### config.mk
export PLATFORM = sky130hd
export DESIGN_NAME = alu_exec_pipe
export DESIGN_NICKNAME = d
export VERILOG_FILES = /design/src/rtl/exec_pkg.sv /design/src/rtl/alu_exec_pipe_alu.sv /design/src/rtl/alu_exec_pipe.sv
export SDC_FILE = /design/constraint.sdc
export NUM_CORES = 1
export LEC_CHECK = 0
export ABC_AREA = 1
export CAP_MARGIN = 15
export CORE_MARGIN = 2
export CORE_UTILIZATION = 52
export CTS_BUF_LIST = sky130_fd_sc_hd__clkbuf_4 sky130_fd_sc_hd__clkbuf_8
export DETAILED_ROUTE_END_ITERATION = 10
export MAX_ROUTING_LAYER = met4
export PLACE_DENSITY_LB_ADDON = 0.2
export SYNTH_ARGS = -nofsm -noshare
export SYNTH_HDL_FRONTEND = slang
export SYNTH_HIERARCHICAL = 1
export SYNTH_SLANG_ARGS = --single-unit
### constraint.sdc
create_clock -name clk -period 2.7 [get_ports clk]
set_clock_uncertainty 0.15 [all_clocks]
set_input_delay 0.54 -clock clk [delete_from_list [all_inputs] [get_ports clk]]
set_output_delay 0.54 -clock clk [all_outputs]
set_load 0.01 [all_outputs]
### src/rtl/exec_pkg.sv
// ----------------------------------------------------------------------------
// exec_pkg
//   Shared constants for the execute front-end (alu_exec_pipe) and the
//   combinational ALU it drives.
//
//   Contents:
//     XLEN_DEFAULT : default operand/result width (RV32I)
//     ALU_OP_ADD   : ALUControl / in_op encoding for addition
//     ALU_OP_SUB   : ALUControl / in_op encoding for subtraction
// ----------------------------------------------------------------------------
package exec_pkg;

    localparam int unsigned XLEN_DEFAULT = 32;

    localparam logic ALU_OP_ADD = 1'b0;
    localparam logic ALU_OP_SUB = 1'b1;

endpackage : exec_pkg

### src/rtl/alu_exec_pipe_alu.sv
// ----------------------------------------------------------------------------
// ALU
//   Combinational add/subtract unit driven by the execute pipe.
//   Results wrap modulo 2^WIDTH; the carry/borrow out is discarded.
//
//   Ports:
//     data_r1    in  WIDTH  operand 1
//     data_r2    in  WIDTH  operand 2
//     ALUControl in  1      0 = add, 1 = subtract
//     ALUResult  out WIDTH  wrapped sum or difference
//     Negative   out 1      sign bit of ALUResult
// ----------------------------------------------------------------------------
module ALU
    import exec_pkg::*;
#(
    parameter int unsigned WIDTH = XLEN_DEFAULT
) (
    input  logic [WIDTH-1:0] data_r1,
    input  logic [WIDTH-1:0] data_r2,
    input  logic             ALUControl,
    output logic [WIDTH-1:0] ALUResult,
    output logic             Negative
);

    always_comb begin
        if (ALUControl == ALU_OP_SUB) begin
            ALUResult = data_r1 - data_r2;
        end else begin
            ALUResult = data_r1 + data_r2;
        end
    end

    assign Negative = ALUResult[WIDTH-1];

endmodule : ALU

### src/rtl/alu_exec_pipe.sv
// ----------------------------------------------------------------------------
// alu_exec_pipe
//   Two-stage execute front-end between operand fetch and writeback.
//   S1 registers the operand pair and op select and feeds the combinational
//   ALU; S2 captures ALUResult/Negative and presents them downstream.
//   Both sides use a valid/ready handshake; one operation per cycle is
//   sustained while out_ready stays high, and a full pipeline that sees
//   out_ready drains, advances and accepts in the same cycle.
//
//   Optional feature (macro ALU_EXEC_ZERO_EN):
//     defined   -> extra output out_zero, a registered (result == 0) flag
//     undefined -> no out_zero port, no zero register
//
//   Ports:
//     clk          in  1     rising-edge clock
//     rst_n        in  1     asynchronous active-low reset
//     in_valid     in  1     request present
//     in_ready     out 1     request accepted this cycle
//     in_r1        in  XLEN  operand 1
//     in_r2        in  XLEN  operand 2
//     in_op        in  1     0 = add, 1 = subtract
//     flush        in  1     discard all in-flight operations
//     out_valid    out 1     result present
//     out_ready    in  1     downstream accepts result
//     out_result   out XLEN  ALU result
//     out_negative out 1     sign of result
//     out_zero     out 1     result is zero (ALU_EXEC_ZERO_EN only)
// ----------------------------------------------------------------------------
module alu_exec_pipe
    import exec_pkg::*;
#(
    parameter int unsigned XLEN = XLEN_DEFAULT
) (
    input  logic            clk,
    input  logic            rst_n,
    input  logic            in_valid,
    output logic            in_ready,
    input  logic [XLEN-1:0] in_r1,
    input  logic [XLEN-1:0] in_r2,
    input  logic            in_op,
    input  logic            flush,
    output logic            out_valid,
    input  logic            out_ready,
    output logic [XLEN-1:0] out_result,
`ifdef ALU_EXEC_ZERO_EN
    output logic            out_negative,
    output logic            out_zero
`else
    output logic            out_negative
`endif
);

    // S1: operand register
    logic            s1_valid_q, s1_valid_d;
    logic [XLEN-1:0] s1_r1_q, s1_r1_d;
    logic [XLEN-1:0] s1_r2_q, s1_r2_d;
    logic            s1_op_q, s1_op_d;

    // S2: result register
    logic            s2_valid_q, s2_valid_d;
    logic [XLEN-1:0] s2_result_q, s2_result_d;
    logic            s2_negative_q, s2_negative_d;
`ifdef ALU_EXEC_ZERO_EN
    logic            s2_zero_q, s2_zero_d;
`endif

    logic            s2_adv;
    logic            accept;
    logic [XLEN-1:0] alu_result;
    logic            alu_negative;

    // S1 moves into S2 when S2 is empty or being drained this cycle.
    assign s2_adv   = s1_valid_q && (!s2_valid_q || out_ready);
    // flush blocks new work so the same-cycle request is dropped, not lost
    // silently inside S1.
    assign in_ready = !flush && (!s1_valid_q || s2_adv);
    assign accept   = in_valid && in_ready;

    // ---------------- S1 -> ALU -> S2 boundary ----------------
    ALU #(
        .WIDTH (XLEN)
    ) u_alu (
        .data_r1    (s1_r1_q),
        .data_r2    (s1_r2_q),
        .ALUControl (s1_op_q),
        .ALUResult  (alu_result),
        .Negative   (alu_negative)
    );

    // Next-state for both stages. Valids are cleared by flush; data
    // registers only ever load on their stage's advance condition and
    // otherwise hold, which keeps outputs stable under backpressure.
    always_comb begin
        s1_valid_d    = s1_valid_q;
        s1_r1_d       = s1_r1_q;
        s1_r2_d       = s1_r2_q;
        s1_op_d       = s1_op_q;
        s2_valid_d    = s2_valid_q;
        s2_result_d   = s2_result_q;
        s2_negative_d = s2_negative_q;
`ifdef ALU_EXEC_ZERO_EN
        s2_zero_d     = s2_zero_q;
`endif

        if (accept) begin
            s1_r1_d = in_r1;
            s1_r2_d = in_r2;
            s1_op_d = in_op;
        end

        if (s2_adv) begin
            s2_result_d   = alu_result;
            s2_negative_d = alu_negative;
`ifdef ALU_EXEC_ZERO_EN
            s2_zero_d     = (alu_result == '0);
`endif
        end

        if (flush) begin
            s1_valid_d = 1'b0;
            s2_valid_d = 1'b0;
        end else begin
            if (accept) begin
                s1_valid_d = 1'b1;
            end else if (s2_adv) begin
                s1_valid_d = 1'b0;
            end

            if (s2_adv) begin
                s2_valid_d = 1'b1;
            end else if (out_ready) begin
                s2_valid_d = 1'b0;
            end
        end
    end

    // ---------------- S1 register ----------------
    always_ff @(posedge clk or negedge rst_n) begin
        if (!rst_n) begin
            s1_valid_q <= 1'b0;
            s1_r1_q    <= '0;
            s1_r2_q    <= '0;
            s1_op_q    <= ALU_OP_ADD;
        end else begin
            s1_valid_q <= s1_valid_d;
            s1_r1_q    <= s1_r1_d;
            s1_r2_q    <= s1_r2_d;
            s1_op_q    <= s1_op_d;
        end
    end

    // ---------------- S2 register ----------------
    always_ff @(posedge clk or negedge rst_n) begin
        if (!rst_n) begin
            s2_valid_q    <= 1'b0;
            s2_result_q   <= '0;
            s2_negative_q <= 1'b0;
`ifdef ALU_EXEC_ZERO_EN
            s2_zero_q     <= 1'b0;
`endif
        end else begin
            s2_valid_q    <= s2_valid_d;
            s2_result_q   <= s2_result_d;
            s2_negative_q <= s2_negative_d;
`ifdef ALU_EXEC_ZERO_EN
            s2_zero_q     <= s2_zero_d;
`endif
        end
    end

    assign out_valid    = s2_valid_q;
    assign out_result   = s2_result_q;
    assign out_negative = s2_negative_q;
`ifdef ALU_EXEC_ZERO_EN
    assign out_zero     = s2_zero_q;
`endif

endmodule : alu_exec_pipe

==> flow_metrics.tcl <==
set metrics [dict create \
    numCtsBuffers 9 \
    crit_arrival_ps 3170 \
    die_w_um 124.0 \
    power_density_nw_per_um2 757.8 \
    clock_sink_count 100 \
    cts.path.max_buffers 2 \
    routed_wl_mm 24.21 \
    drtIter0Drc 527 \
    syn_inst 1150 \
    start_kind "flop" \
    yosysWarnings 6 \
    ant_nets 0 \
    avgSynthCellArea_um2 6.513 \
    antenna_found_initial 0 \
    critical_path_peak_fanout 4 \
    synth_nets 1253 \
    power.leakage_nw 5.848 \
    grt_pass1_vias 7608 \
    rows 43 \
    setup_ws_ps -298.7 \
    worst_pin_slew_ps 664.0 \
    h-tree-depth 3 \
    drt_first_pass_iters 5 \
    wl_per_cell_um 15.55 \
    groute.usage.overall_pct 30.67 \
    netlist_area_um2 7490 \
    crit_type "flop to flop" \
    end_kind "flop" \
    synth.distinct_cells 30 \
    status "finished, violations left" \
    dieArea_um2 15380 \
    fmax_mhz 333.5 \
    multiInputGateArea_um2 5395 \
    violations "negative setup slack" \
    final_core_util_pct 80.21 \
    vias 8323 \
    finalSetupViolations 28 \
    drv_slew 0 \
    areaGrowthSynthToFinish_pct 49.80 \
    n_antenna_cell 0 \
    min_path_type "flop to flop" \
    fin_crit_ps 2999 \
    synth-async-reset-ratio_pct 100.0 \
    coreArea_um2 13990 \
    nNetsFinal 1476 \
    grt_overflow 0 \
    timing.hold.ws_ps 325.1 \
    clkTransAtPathRegs_ps 100 \
    regArea_um2 2506 \
    clock_latency_ps 380 \
    io_buffers 104 \
    cp_data_required_time_ps 2880 \
    drc 0 \
    grt_pass1_wl_mm 35.85 \
    rsz0062_at_grt "yes" \
    post-dp-hpwl_mm 16.23 \
    ys.flop_type "dfrtp_1" \
    synth-edff-count 0 \
    slew_headroom_pct 55.73 \
    synth_seq_cells 100 \
    ir_drop_uv 364.4 \
    initial_core_util_pct 53.54 \
    setup_tns_ps -5628 \
    drive_gt1_share_pct 32.32 \
    cts_root_buffer "clkbuf_8" \
    yosysSeqAreaShare_pct 33.41 \
    tritoncts "yes" \
    hold_viol_final 0 \
    reg2reg_depth 18 \
    fillers 922 \
    grt_start_max_net_pins 68 \
    via_per_inst 5.346 \
    die_h_um 124.0 \
    maxCapViolations 0 \
    p_total_mw 8.503 \
    gp_congestion 0.9382 \
    holdPathStages 2 \
    period_share_pct 111.1 \
    ios 105 \
]
synthesized netlist by cell type, types with 12 or more instances:
| cell type | count | area share, % |
|---|---|---|
| nand3_1 | 79 | 5.3 |
| nor2_1 | 82 | 4.1 |
| inv_1 | 146 | 7.3 |
| dfrtp_1 | 100 | 33 |
| xnor2_1 | 12 | 1.4 |
| a21oi_1 | 24 | 1.6 |
| nand4_1 | 66 | 5.5 |
| nand2_1 | 471 | 24 |
| buf_2 | 22 | 1.5 |
| nand2_2 | 16 | 1.3 |
| xor2_1 | 30 | 3.5 |
| ha_1 | 32 | 5.3 |
worst max-delay path, cell delays in order, from the launching register on:
cell and delay, ps:
dfrtp_1 410, nor2_1 140, nand2_2 130, buf_4 150, nand2_1 80, o21ai_0 160
xor2_1 170, inv_1 90, ha_4 310, nand2_1 120, nor2_2 180, nand2_1 60
nand3_1 110, nand2_1 90, nand2_2 120, buf_4 130, xor2_1 130, nand3_1 110
nand2_1 90
worst paths after layout:
| path | start | endpoint | slack (ps) |
|---|---|---|---|
| max in group asynchronous | rst_n | s1_r1_q[21] | 1350 |
| max reg2reg | s1_r2_q[1] | out_result[14] | -300 |
| min | out_result[3] | out_result[3] | 330 |
| max | s1_r2_q[1] | out_result[14] | -300 |
| min in group asynchronous | rst_n | out_result[1] | 460 |
| min reg2reg | out_result[3] | out_result[3] | 330 |
flip-flops by register name, summed over array words and instances (netlist names):
signal	flops
out_result	32
s1_r1_q	32
s1_r2_q	32
out_negative	1
out_valid	1
s1_op_q	1
s1_valid_q	1
routing by layer:
metal | routed length, µm | vias up | part of all wire, % | global-route usage (%)
met4 | 857 | 0 | 3.5 | 11.17
met1 | 10390 | 3921 | 43 | 39.36
met3 | 1131 | 69 | 4.7 | 2.930
met5 | 0 | - | 0 | -
li1 | - | 4036 | - | -
met2 | 11830 | 297 | 49 | 50.69
cells in the final DEF (no fill, tap or decap), types with 13 or more instances in the layout:
master             n
nand2_1          381
buf_4            129
inv_1            123
clkdlybuf4s50_1  102
dfrtp_1           97
nand2_2           82
nand4_1           66
nand3_1           66
nor2_1            38
nor2_2            31
inv_2             28
nand2_4           25
ha_4              25
xor2_1            23
nor2_4            20
buf_6             17
a21oi_2           15
nand3_2           13
final cells by class:
cell class	count	share of cell area (%)
well taps	180	2.007
clock inverters	4	0.6468
flip-flops and latches	100	22.34
inverters	152	5.108
repair buffers	255	20.46
multi-input cells	855	48.09
clock buffers	11	1.349
through the flow:
step | instances | setup slack, ps | cell area, µm²
6_report | 1557 | -298.7 | 11220
5_1_grt | 1557 | -517.3 | 11220
4_1_cts | 1539 | -159.6 | 10390
3_5_place_dp | 1503 | -318.5 | 9419
3_3_place_gp | 1503 | -269.4 | 9419
2_1_floorplan | 1150 | -11.87 | 7518
logic make-up (layout without fill, tap and decap cells):
family	Yosys count	after routing	synth area share [%]
AO/OA/AOI/OAI	45	45	3.157
XOR/XNOR	42	42	4.911
adder cells (fa/ha/maj)	33	33	5.613
buffers and inverters	195	422	10.94
flip-flops	100	100	33.41
AND/OR/NAND/NOR	735	735	41.96
report_power, final:
| part | internal, mW | switching (mW) | leakage (nW) |
|---|---|---|---|
| Clock | 0.567 | 0.547 | 0.111 |
| Combinational | 2.48 | 2.81 | 4.50 |
| Sequential | 1.85 | 0.257 | 1.24 |
timing repair:
action / 4_1_cts / 5_1_grt
pin swaps: 105 / 97
setup endpoints to repair: 26 / 28
resized for setup: 174 / 160
setup buffers: 20 / 18
hold endpoints to repair: 25 / 0
hold buffers: 1 / 0
No activity file was read; power rests on OpenSTA's default activity.
